`src/rtl/obstacle_engine_if.sv`:
```
// Handshake/bus bundle between the game controller and the obstacle engine.
// master drives frame timing, start and jump height; slave returns game state and obstacles.
interface obstacle_engine_if #(
  parameter int NUM_OBS = 3,
  parameter int X_W     = 10
);
  logic                     frame_tick;
  logic                     start;
  logic [5:0]               dinosaur_height;
  logic                     game_status;
  logic                     game_over;
  logic [3:0]               speed;
  logic [NUM_OBS*X_W-1:0]   obs_x;
  logic [NUM_OBS-1:0]       obs_valid;
  logic [15:0]              score;
  logic                     hit;

  modport master (
    output frame_tick, start, dinosaur_height,
    input  game_status, game_over, speed, obs_x, obs_valid, score, hit
  );

  modport slave (
    input  frame_tick, start, dinosaur_height,
    output game_status, game_over, speed, obs_x, obs_valid, score, hit
  );
endinterface

```
`src/rtl/obstacle_engine.sv`:
```
// Dinosaur-runner obstacle engine: IDLE/RUN/OVER game FSM, obstacle scroll and spawn, score, collision.
// All outputs registered; tick effects and hit appear one CLK after the edge that samples them.
module obstacle_engine #(
  parameter int NUM_OBS    = 3,
  parameter int X_W        = 10,
  parameter int SCREEN_W   = 640,
  parameter int OBS_W      = 16,
  parameter int OBS_H      = 20,
  parameter int DINO_X     = 64,
  parameter int DINO_W     = 20,
  parameter int SPEED_INIT = 2,
  parameter int SPEED_MAX  = 15,
  parameter int SPEED_STEP = 256,
  parameter int MIN_GAP    = 160
) (
  input logic             CLK,
  input logic             RST,
  obstacle_engine_if.slave bus
);
  localparam int GAP_W = X_W + 1;
  localparam int SS_W  = $clog2(SPEED_STEP + 1);

  typedef enum logic [1:0] {IDLE, RUN, OVER} state_t;
  state_t state, state_nxt;

  logic [NUM_OBS-1:0][X_W-1:0] x_q, x_nxt;
  logic [NUM_OBS-1:0]          valid_q, valid_nxt;
  logic [GAP_W-1:0]            gap_q, gap_nxt;
  logic [SS_W-1:0]             ss_cnt;
  logic [3:0]                  speed_q;
  logic [15:0]                 score_q;
  logic [15:0]                 lfsr;
  logic                        hit_q;
  logic                        collide, do_start, do_tick, spawn_done;
  logic [X_W-1:0]              spd_x;
  logic [GAP_W-1:0]            spd_g;

  assign spd_x = X_W'(speed_q);
  assign spd_g = GAP_W'(speed_q);

  // Overlap test runs at X_W+1 bits so x near the top of the range cannot wrap.
  always_comb begin
    collide = 1'b0;
    for (int i = 0; i < NUM_OBS; i++) begin
      if (valid_q[i] &&
          ({1'b0, x_q[i]} + GAP_W'(OBS_W) > GAP_W'(DINO_X)) &&
          ({1'b0, x_q[i]} < GAP_W'(DINO_X + DINO_W)) &&
          ({1'b0, bus.dinosaur_height} < 7'(OBS_H)))
        collide = 1'b1;
    end
  end

  always_comb begin
    state_nxt = state;
    do_start  = 1'b0;
    do_tick   = 1'b0;
    unique case (state)
      IDLE, OVER: begin
        if (bus.start) begin
          state_nxt = RUN;
          do_start  = 1'b1;
        end
      end
      RUN: begin
        if (collide) state_nxt = OVER;
        else         do_tick   = bus.frame_tick;
      end
      default: state_nxt = IDLE;
    endcase
  end

  // Per-tick move/retire, then spawn into the lowest channel free after retirement.
  always_comb begin
    x_nxt      = x_q;
    valid_nxt  = valid_q;
    spawn_done = 1'b0;
    for (int i = 0; i < NUM_OBS; i++) begin
      if (valid_q[i]) begin
        if (x_q[i] <= spd_x) valid_nxt[i] = 1'b0;
        else                 x_nxt[i]     = x_q[i] - spd_x;
      end
    end
    gap_nxt = (gap_q > spd_g) ? gap_q - spd_g : '0;
    if (gap_nxt == '0) begin
      for (int i = 0; i < NUM_OBS; i++) begin
        if (!spawn_done && !valid_nxt[i]) begin
          spawn_done   = 1'b1;
          valid_nxt[i] = 1'b1;
          x_nxt[i]     = X_W'(SCREEN_W - 1);
          gap_nxt      = GAP_W'(MIN_GAP) + GAP_W'(lfsr[7:0]);
        end
      end
    end
  end

  always_ff @(posedge CLK or posedge RST) begin
    if (RST) state <= IDLE;
    else     state <= state_nxt;
  end

  always_ff @(posedge CLK or posedge RST) begin
    if (RST) begin
      x_q     <= '0;
      valid_q <= '0;
      gap_q   <= '0;
      ss_cnt  <= '0;
      speed_q <= 4'(SPEED_INIT);
      score_q <= '0;
      hit_q   <= 1'b0;
      lfsr    <= 16'hACE1;
    end else begin
      lfsr  <= {lfsr[14:0], lfsr[15] ^ lfsr[13] ^ lfsr[12] ^ lfsr[10]};
      hit_q <= (state == RUN) && collide;
      if (do_start) begin
        valid_q <= '0;
        score_q <= '0;
        gap_q   <= '0;
        ss_cnt  <= '0;
        speed_q <= 4'(SPEED_INIT);
      end else if (do_tick) begin
        x_q     <= x_nxt;
        valid_q <= valid_nxt;
        gap_q   <= gap_nxt;
        if (score_q != 16'hFFFF) score_q <= score_q + 16'd1;
        if (ss_cnt == SS_W'(SPEED_STEP - 1)) begin
          ss_cnt <= '0;
          if (speed_q < 4'(SPEED_MAX)) speed_q <= speed_q + 4'd1;
        end else begin
          ss_cnt <= ss_cnt + SS_W'(1);
        end
      end
    end
  end

  assign bus.game_status = (state == RUN);
  assign bus.game_over   = (state == OVER);
  assign bus.speed       = speed_q;
  assign bus.obs_x       = x_q;
  assign bus.obs_valid   = valid_q;
  assign bus.score       = score_q;
  assign bus.hit         = hit_q;
endmodule

```
`src/flat_wrapper.sv`:
```
// flat-port wrapper written by rule: the top's interface ports become plain ports
module obstacle_engine_flat 
#(
  parameter int NUM_OBS    = 3,
  parameter int X_W        = 10,
  parameter int SCREEN_W   = 640,
  parameter int OBS_W      = 16,
  parameter int OBS_H      = 20,
  parameter int DINO_X     = 64,
  parameter int DINO_W     = 20,
  parameter int SPEED_INIT = 2,
  parameter int SPEED_MAX  = 15,
  parameter int SPEED_STEP = 256,
  parameter int MIN_GAP    = 160
)
  (CLK, RST, bus_frame_tick, bus_start, bus_dinosaur_height, bus_game_status, bus_game_over, bus_speed, bus_obs_x, bus_obs_valid, bus_score, bus_hit);
  obstacle_engine_if #(.NUM_OBS(NUM_OBS), .X_W(X_W)) bus_i ();
  input logic CLK;
  input logic RST;
  input wire logic [$bits(bus_i.frame_tick)-1:0] bus_frame_tick;
  input wire logic [$bits(bus_i.start)-1:0] bus_start;
  input wire logic [$bits(bus_i.dinosaur_height)-1:0] bus_dinosaur_height;
  output wire logic [$bits(bus_i.game_status)-1:0] bus_game_status;
  output wire logic [$bits(bus_i.game_over)-1:0] bus_game_over;
  output wire logic [$bits(bus_i.speed)-1:0] bus_speed;
  output wire logic [$bits(bus_i.obs_x)-1:0] bus_obs_x;
  output wire logic [$bits(bus_i.obs_valid)-1:0] bus_obs_valid;
  output wire logic [$bits(bus_i.score)-1:0] bus_score;
  output wire logic [$bits(bus_i.hit)-1:0] bus_hit;
  assign bus_i.frame_tick = bus_frame_tick;
  assign bus_i.start = bus_start;
  assign bus_i.dinosaur_height = bus_dinosaur_height;
  assign bus_game_status = bus_i.game_status;
  assign bus_game_over = bus_i.game_over;
  assign bus_speed = bus_i.speed;
  assign bus_obs_x = bus_i.obs_x;
  assign bus_obs_valid = bus_i.obs_valid;
  assign bus_score = bus_i.score;
  assign bus_hit = bus_i.hit;
  obstacle_engine #(.NUM_OBS(NUM_OBS), .X_W(X_W), .SCREEN_W(SCREEN_W), .OBS_W(OBS_W), .OBS_H(OBS_H), .DINO_X(DINO_X), .DINO_W(DINO_W), .SPEED_INIT(SPEED_INIT), .SPEED_MAX(SPEED_MAX), .SPEED_STEP(SPEED_STEP), .MIN_GAP(MIN_GAP)) u_core (.CLK(CLK), .RST(RST), .bus(bus_i));
endmodule
```
`config.mk`:
```
export PLATFORM = sky130hd
export DESIGN_NAME = obstacle_engine_flat
export DESIGN_NICKNAME = d
export VERILOG_FILES = /design/src/rtl/obstacle_engine_if.sv /design/src/rtl/obstacle_engine.sv /design/src/flat_wrapper.sv
export SDC_FILE = /design/constraint.sdc
export NUM_CORES = 1
export LEC_CHECK = 0
export BUFFER_PORTS_ARGS = -buffer_cell sky130_fd_sc_hd__buf_2
export CORE_UTILIZATION = 33
export CTS_CLUSTER_SIZE = 25
export DETAILED_ROUTE_END_ITERATION = 10
export GPL_ROUTABILITY_DRIVEN = 0
export PLACE_DENSITY = 0.51
export SLEW_MARGIN = 20
export SYNTH_ARGS = -nofsm -noshare
export SYNTH_HDL_FRONTEND = slang
export SYNTH_SLANG_ARGS = --single-unit
```
`constraint.sdc`:
```
create_clock -name CLK -period 4.3 [get_ports CLK]
set_clock_uncertainty 0.2 [all_clocks]
set_input_delay 0.43 -clock CLK [delete_from_list [all_inputs] [get_ports CLK]]
set_output_delay 0.43 -clock CLK [all_outputs]
set_load 0.02 [all_outputs]
```
Word-level counts from Yosys, hierarchy flattened
Cells that the tools add are included.
- output and inout port bits: 56
- bits in latches: 0
- bits in writable memories: 0
- memories kept: 0
- register bits: 92
- bits in read-only memories: 0
- $mul: 0
- div/mod/pow operators: 0
- shifts and indexed selects: 0
- multiplexer cells: 52
- equal/unequal tests: 6
- add/subtract/negate cells: 11
- bitwise logic cells: 4
- magnitude comparators: 12
- reductions and logical operators: 27
- operator list (cell ; number):
    two-way mux 10 bit ; 9
    two-way mux 11 bit ; 7
    two-way mux 16 bit ; 3
    adder 10 x 5 -> 11 bit, second input constant ; 3
    greater-than comparator 11 x 7 -> 1 bit, second input constant ; 3
    <= comparator 10 x 4 -> 1 bit ; 3
    less-than comparator 10 x 7 -> 1 bit, second input constant ; 3
    two-way mux 30 bit ; 1
    subtractor 10 x 4 -> 10 bit ; 3
    two-way mux 9 bit ; 3
    two-way mux 1 bit ; 19
    adder 16 x 1 -> 16 bit, second input constant ; 1
    two-way mux 4 bit ; 4
    inequality test 16 bit, second input constant ; 1
    logical AND 1 bit ; 12
    greater-than comparator 11 x 4 -> 1 bit ; 1
    logical NOT 11 bit ; 1
    subtractor 11 x 4 -> 11 bit ; 1
    adder 8 x 8 -> 9 bit, first input constant ; 1
    adder 9 x 1 -> 9 bit, second input constant ; 1
    equality test 9 x 8 -> 1 bit, second input constant ; 1
    two-way mux 3 bit ; 3
    nonzero test 2 bit ; 4
    less-than comparator 6 x 5 -> 1 bit, second input constant ; 1
    other kinds (15) ; 23

Depth between registers and ports, before layout
- depth in word-level cells: 15
- gate-level depth with buffers: 12
- gate-level depth less buffers: 11

Worst setup path before layout
OpenSTA, ideal clock, no wires.
- kind: reg-to-reg
- from: register u_core.speed_q[1] (netlist: u_core.bus.speed[1])
- to: register u_core.gap_q[1]
- library setup time: 0.067 ns
- setup slack: 1.194 ns
- clock period less this slack: 3.106 ns
- stages on the path, launching flop included: 11
- required time: 4.033 ns
- buffers on the path: 1
- arrival: 2.839 ns
- cell sequence: dfstp_2 inv_1 fa_1 nand3_1 nand2_1 or2_2 o31a_1 a21oi_2 o211a_1 buf_2 a221o_1
- word-level cells in the longest chain between the ends: 15
- elaborated cells on any way between the ends: 29
- classes of those cells: 1 x add/sub; 4 x order compare; 17 x mux; 7 x reduce/logical
- RTL lines (item ; line ; RTL):
    start: declaration ; obstacle_engine.sv:30 ; logic [3:0] speed_q;
    start signal: assignment ; obstacle_engine.sv:107 ; speed_q <= 4'(SPEED_INIT);
    start signal: assignment ; obstacle_engine.sv:119 ; speed_q <= 4'(SPEED_INIT);
    start signal: assignment ; obstacle_engine.sv:127 ; if (speed_q < 4'(SPEED_MAX)) speed_q <= speed_q + 4'd1;
    <= comparator 10 x 4 -> 1 bit ; obstacle_engine.sv:79 ; if (x_q[i] <= spd_x) valid_nxt[i] = 1'b0;
    two-way mux 1 bit ; obstacle_engine.sv:79 ;
    two-way mux 1 bit ; obstacle_engine.sv:78 ; if (valid_q[i]) begin
    two-way mux 1 bit ; obstacle_engine.sv:86 ; if (!spawn_done && !valid_nxt[i]) begin
    two-way mux 1 bit ; obstacle_engine.sv:84 ; if (gap_nxt == '0) begin
    logical NOT 1 bit ; obstacle_engine.sv:86 ;
    logical AND 1 bit ; obstacle_engine.sv:86 ;
    two-way mux 1 bit ; obstacle_engine.sv:86 ;
    two-way mux 1 bit ; obstacle_engine.sv:84 ;
    logical NOT 1 bit ; obstacle_engine.sv:86 ;
    logical AND 1 bit ; obstacle_engine.sv:86 ;
    two-way mux 11 bit ; obstacle_engine.sv:86 ;
    two-way mux 11 bit * ; obstacle_engine.sv:84 ;
    two-way mux 11 bit * ; obstacle_engine.sv:120 ; end else if (do_tick) begin
    two-way mux 11 bit * ; obstacle_engine.sv:114 ; if (do_start) begin
    end signal: assignment ; obstacle_engine.sv:123 ; gap_q <= gap_nxt;
    end: declaration ; obstacle_engine.sv:28 ; logic [GAP_W-1:0] gap_q, gap_nxt;
Every way passes the cells marked *; elsewhere a longest branch is shown, timed or not. The select of a mux whose other input is x is not followed.
A chain may end at the register's enable or synchronous reset.

Worst setup path in the final report
- from: register u_core.speed_q[1] (netlist: u_core.bus.speed[1])
- to: register u_core.x_q, in the netlist u_core.bus.obs_x[3]
- word-level cells in the longest chain between the ends: 5
- elaborated cells on any way between the ends: 12
- classes of those cells: 2 x add/sub; 2 x order compare; 7 x mux; 1 x reduce/logical
- RTL lines (item ; line ; RTL):
    subtractor 10 x 4 -> 10 bit or <= comparator 10 x 4 -> 1 bit (tied branches) ; obstacle_engine.sv:80, obstacle_engine.sv:79 ;
    two-way mux 10 bit or two-way mux 1 bit (tied branches) ; obstacle_engine.sv:79 ;
    two-way mux 10 bit or two-way mux 1 bit (tied branches) ; obstacle_engine.sv:78 ;
    two-way mux 10 bit ; obstacle_engine.sv:86 ;
    two-way mux 30 bit * ; obstacle_engine.sv:84 ;
    end signal: assignment ; obstacle_engine.sv:121 ; x_q <= x_nxt;
    end: declaration ; obstacle_engine.sv:26 ; logic [NUM_OBS-1:0][X_W-1:0] x_q, x_nxt;
Every way passes the cells marked *; elsewhere a longest branch is shown, timed or not.

==> metrics <==
worst reg2reg path endpoint=u_core.bus.obs_x[3]; WHS Path Cells=0; Int Power=2.40 mW; Pwr Total=4.23 mW; worst hold slack=152 ps; first-pass GRT wire length=22100 µm; RSZ-0062 raised after global routing=no; ys async rst share=1.00; final antenna-violating net count=0; Slew HR=0.537; CTS tree=yes; Yosys Warn Count=0; Worst Setup Path Type=flop to flop; syn nets=573; max incr delay on CP=~680 ps; Synth cell types=63; hold path endpoint=u_core.lfsr[10]; period utilization=0.837; initial antenna violation count=0; fin. max-slew vios=0; Worst setup SP type=flop; Area Growth Syn to Fin=17.6%; Reg2Reg Setup Slack=700 ps; leading area contributor after synthesis=dfrtp_1; Die Y=127 µm; register area share after synthesis=0.447; R2R Path Start=u_core.bus.speed[1]; largest net degree at the start of global routing=54; Core ar.=15300 µm²; sw frac=0.432; Initial Utilization=0.339; CP Capture Type=flop; layout cell share with drive strength beyond 1=0.180; CTS sink count=92; number of global-route vias before repair=4357; Netlist Area Pre-Place=about 5200 µm²; Final Hold Viols=0; max cap viols=0; sequential share of power=0.336; Port Buffer Count=63; worst-margin pin slew=695 ps; pwr dens=696 nW/µm²; # DRC=0; minimum clock period=roughly 3600 ps; Max Freq=0.278 GHz; DRT Pass-1 Iters=4; Clock Power Share=0.209; CTS clk-pin slew, worst paths=70 ps; via/cell ratio=5.28; top post-synthesis cells by area=dfrtp_1 40%, ha_1 4.8%, dfstp_2 4.6%; Post-Synthesis Cells=539; class of the worst hold path=flop to flop; DIE AREA=16200 µm²; worst endpoint data arrival time=around 3600 ps; net switching power figure=1.83 mW; final worst slack=between 700 and 800 ps; commonest register cell after synthesis=dfrtp_1; Finish-stage setup viols=0; die width=approximately 130 µm; CP cell instances=inv_1, ha_1, nand2b_1, a21oi_1, nor3_1, o31ai_1, a21oi_2, o21ai_1, a22oi_1; hpwl dp=9220 µm; Crit Path Max Fanout=10; pre-CTS setup slack=672 ps; cells on worst reg2reg path=9; CTS max path bufs=2; peak supply drop=0.277 mV; Worst Hold Launch=u_core.lfsr[9]; CTS H-tree depth=3; DR iter-0 viols=329; CP max-delay cell=dfstp_2; num rows=45; io pins=66; Num CTS Buffers=9; post-synth top area share=0.402; layout net count=641; DR WL/cell=15.5 µm; CP required=4300 ps; Avg Cell Area, Syn=9.59 µm²; run status=complete, no violations; root buffer cell=clkbuf_16; LEAKAGE=2.79 nW; grt ovf=0; TNS Setup=0 ps; WL final=12800 µm; combinational cell fraction of total power=0.454; diode count=0; Post-synth EDFFs=0; Overall Global Routing Usage=0.173; clock latency on the worst-skew pair=340 ps; postcts setup bufs=0; Via Count=about 4300; Synth Register Bits=92
==> Yosys cell counts (all sizes together), types with 10 or more instances <==
library cell / instances
dfrtp: 83
nand2: 55
nor2: 43
nor3: 29
o21ai: 25
a21oi: 24
inv: 22
nand3: 21
ha: 20
xnor2: 17
xor2: 15
and3: 14
a221o: 10
==> final cells by class <==
cell class	count	area, µm²
clock buffers	11	253
clock inverters	5	82.6
fillers	1509	9180
inverters	22	83.8
multi-input cells	410	2700
flip-flops and latches	92	2310
well taps	211	264
repair buffers	72	385
==> critical path, delay by kind of cell, from the launching register on <==
family / cells / cell delay (ps)
AO/OA/AOI/OAI: 5 / 1840
adder cells (fa/ha/maj): 1 / 350
buffers and inverters: 1 / 210
flip-flops: 1 / 680
AND/OR/NAND/NOR: 2 / 170
==> metal layers <==
| metal | global-route usage | up-vias | part of all wire |
|---|---|---|---|
| li1 | - | 2112 | - |
| met1 | 0.237 | 2142 | 0.48 |
| met2 | 0.274 | 86 | 0.47 |
| met3 | 0.0369 | 8 | 0.043 |
| met4 | 0.0497 | 0 | 0.0085 |
| met5 | 0 | - | 0 |
==> power groups by stage <==
stage	Sequential, mW	Clock (mW)	Combinational, mW
after floorplan	1.53	0	1.26
after global placement	1.43	0	1.90
after detailed placement	1.44	0	1.93
after CTS	1.42	0.923	1.93
after global routing	1.47	0.950	2.17
final	1.42	0.885	1.92
==> per-stage QoR <==
stage | util | instance area, µm² | std cells
finish | 0.399 | 6080 | 823
global route | 0.399 | 6080 | 823
CTS | 0.399 | 6080 | 823
detailed placement | 0.376 | 5740 | 806
global placement | 0.376 | 5740 | 806
floorplan | - | 5170 | 539
==> how the worst max path moves through the flow <==
stage	startpoint	end	slack, ps	cells past startpoint
floorplan	u_core.bus.speed[1]	u_core.gap_q[1]	1190	10
global placement	u_core.bus.speed[1]	u_core.gap_q[4]	710	9
detailed placement	u_core.bus.speed[1]	u_core.gap_q[0]	670	9
CTS	u_core.bus.speed[1]	u_core.gap_q[0]	660	9
global route	u_core.bus.speed[1]	u_core.bus.obs_x[2]	380	9
finish	u_core.bus.speed[1]	u_core.bus.obs_x[3]	700	9
==> flip-flops by register name, indices dropped and copies added (netlist names) <==
register,flops
u_core.bus.obs_x,30
u_core.bus.score,16
u_core.lfsr,16
u_core.gap_q,11
u_core.ss_cnt,9
u_core.bus.speed,4
u_core.bus.obs_valid,3
u_core.state,2
u_core.bus.hit,1
==> cells in the final DEF, fill, tap and decap left out, types with 5 or more instances in the layout <==
| cell | n |
|---|---|
| a21o_1 | 9 |
| a21oi_1 | 23 |
| a221o_1 | 10 |
| and3_1 | 14 |
| buf_2 | 63 |
| buf_4 | 8 |
| clkbuf_16 | 9 |
| dfrtp_1 | 83 |
| dfstp_2 | 9 |
| ha_1 | 20 |
| inv_1 | 21 |
| nand2_1 | 55 |
| nand2b_1 | 6 |
| nand3_1 | 21 |
| nand4_1 | 9 |
| nor2_1 | 42 |
| nor2b_1 | 8 |
| nor3_1 | 28 |
| nor3b_1 | 5 |
| nor4_1 | 9 |
| o211ai_1 | 8 |
| o21ai_0 | 24 |
| or2_2 | 6 |
| or3_1 | 5 |
| xnor2_1 | 17 |
| xor2_1 | 15 |
==> repair_timing <==
| action | 4_1_cts | 5_1_grt |
|---|---|---|
| hold buffers | 1 | 0 |
| hold endpoints to repair | 31 | 0 |
| resized for setup | 0 | 0 |
==> cells by family after synthesis <==
logic type      Yosys count  synth area share
mux                       4           0.00774
compound gates          121             0.167
buf+inv                  37            0.0317
fa+ha+maj                24            0.0639
flops                    92             0.447
xor+xnor                 32            0.0542
simple gates            229             0.228
No activity file was read; power rests on OpenSTA's default activity.
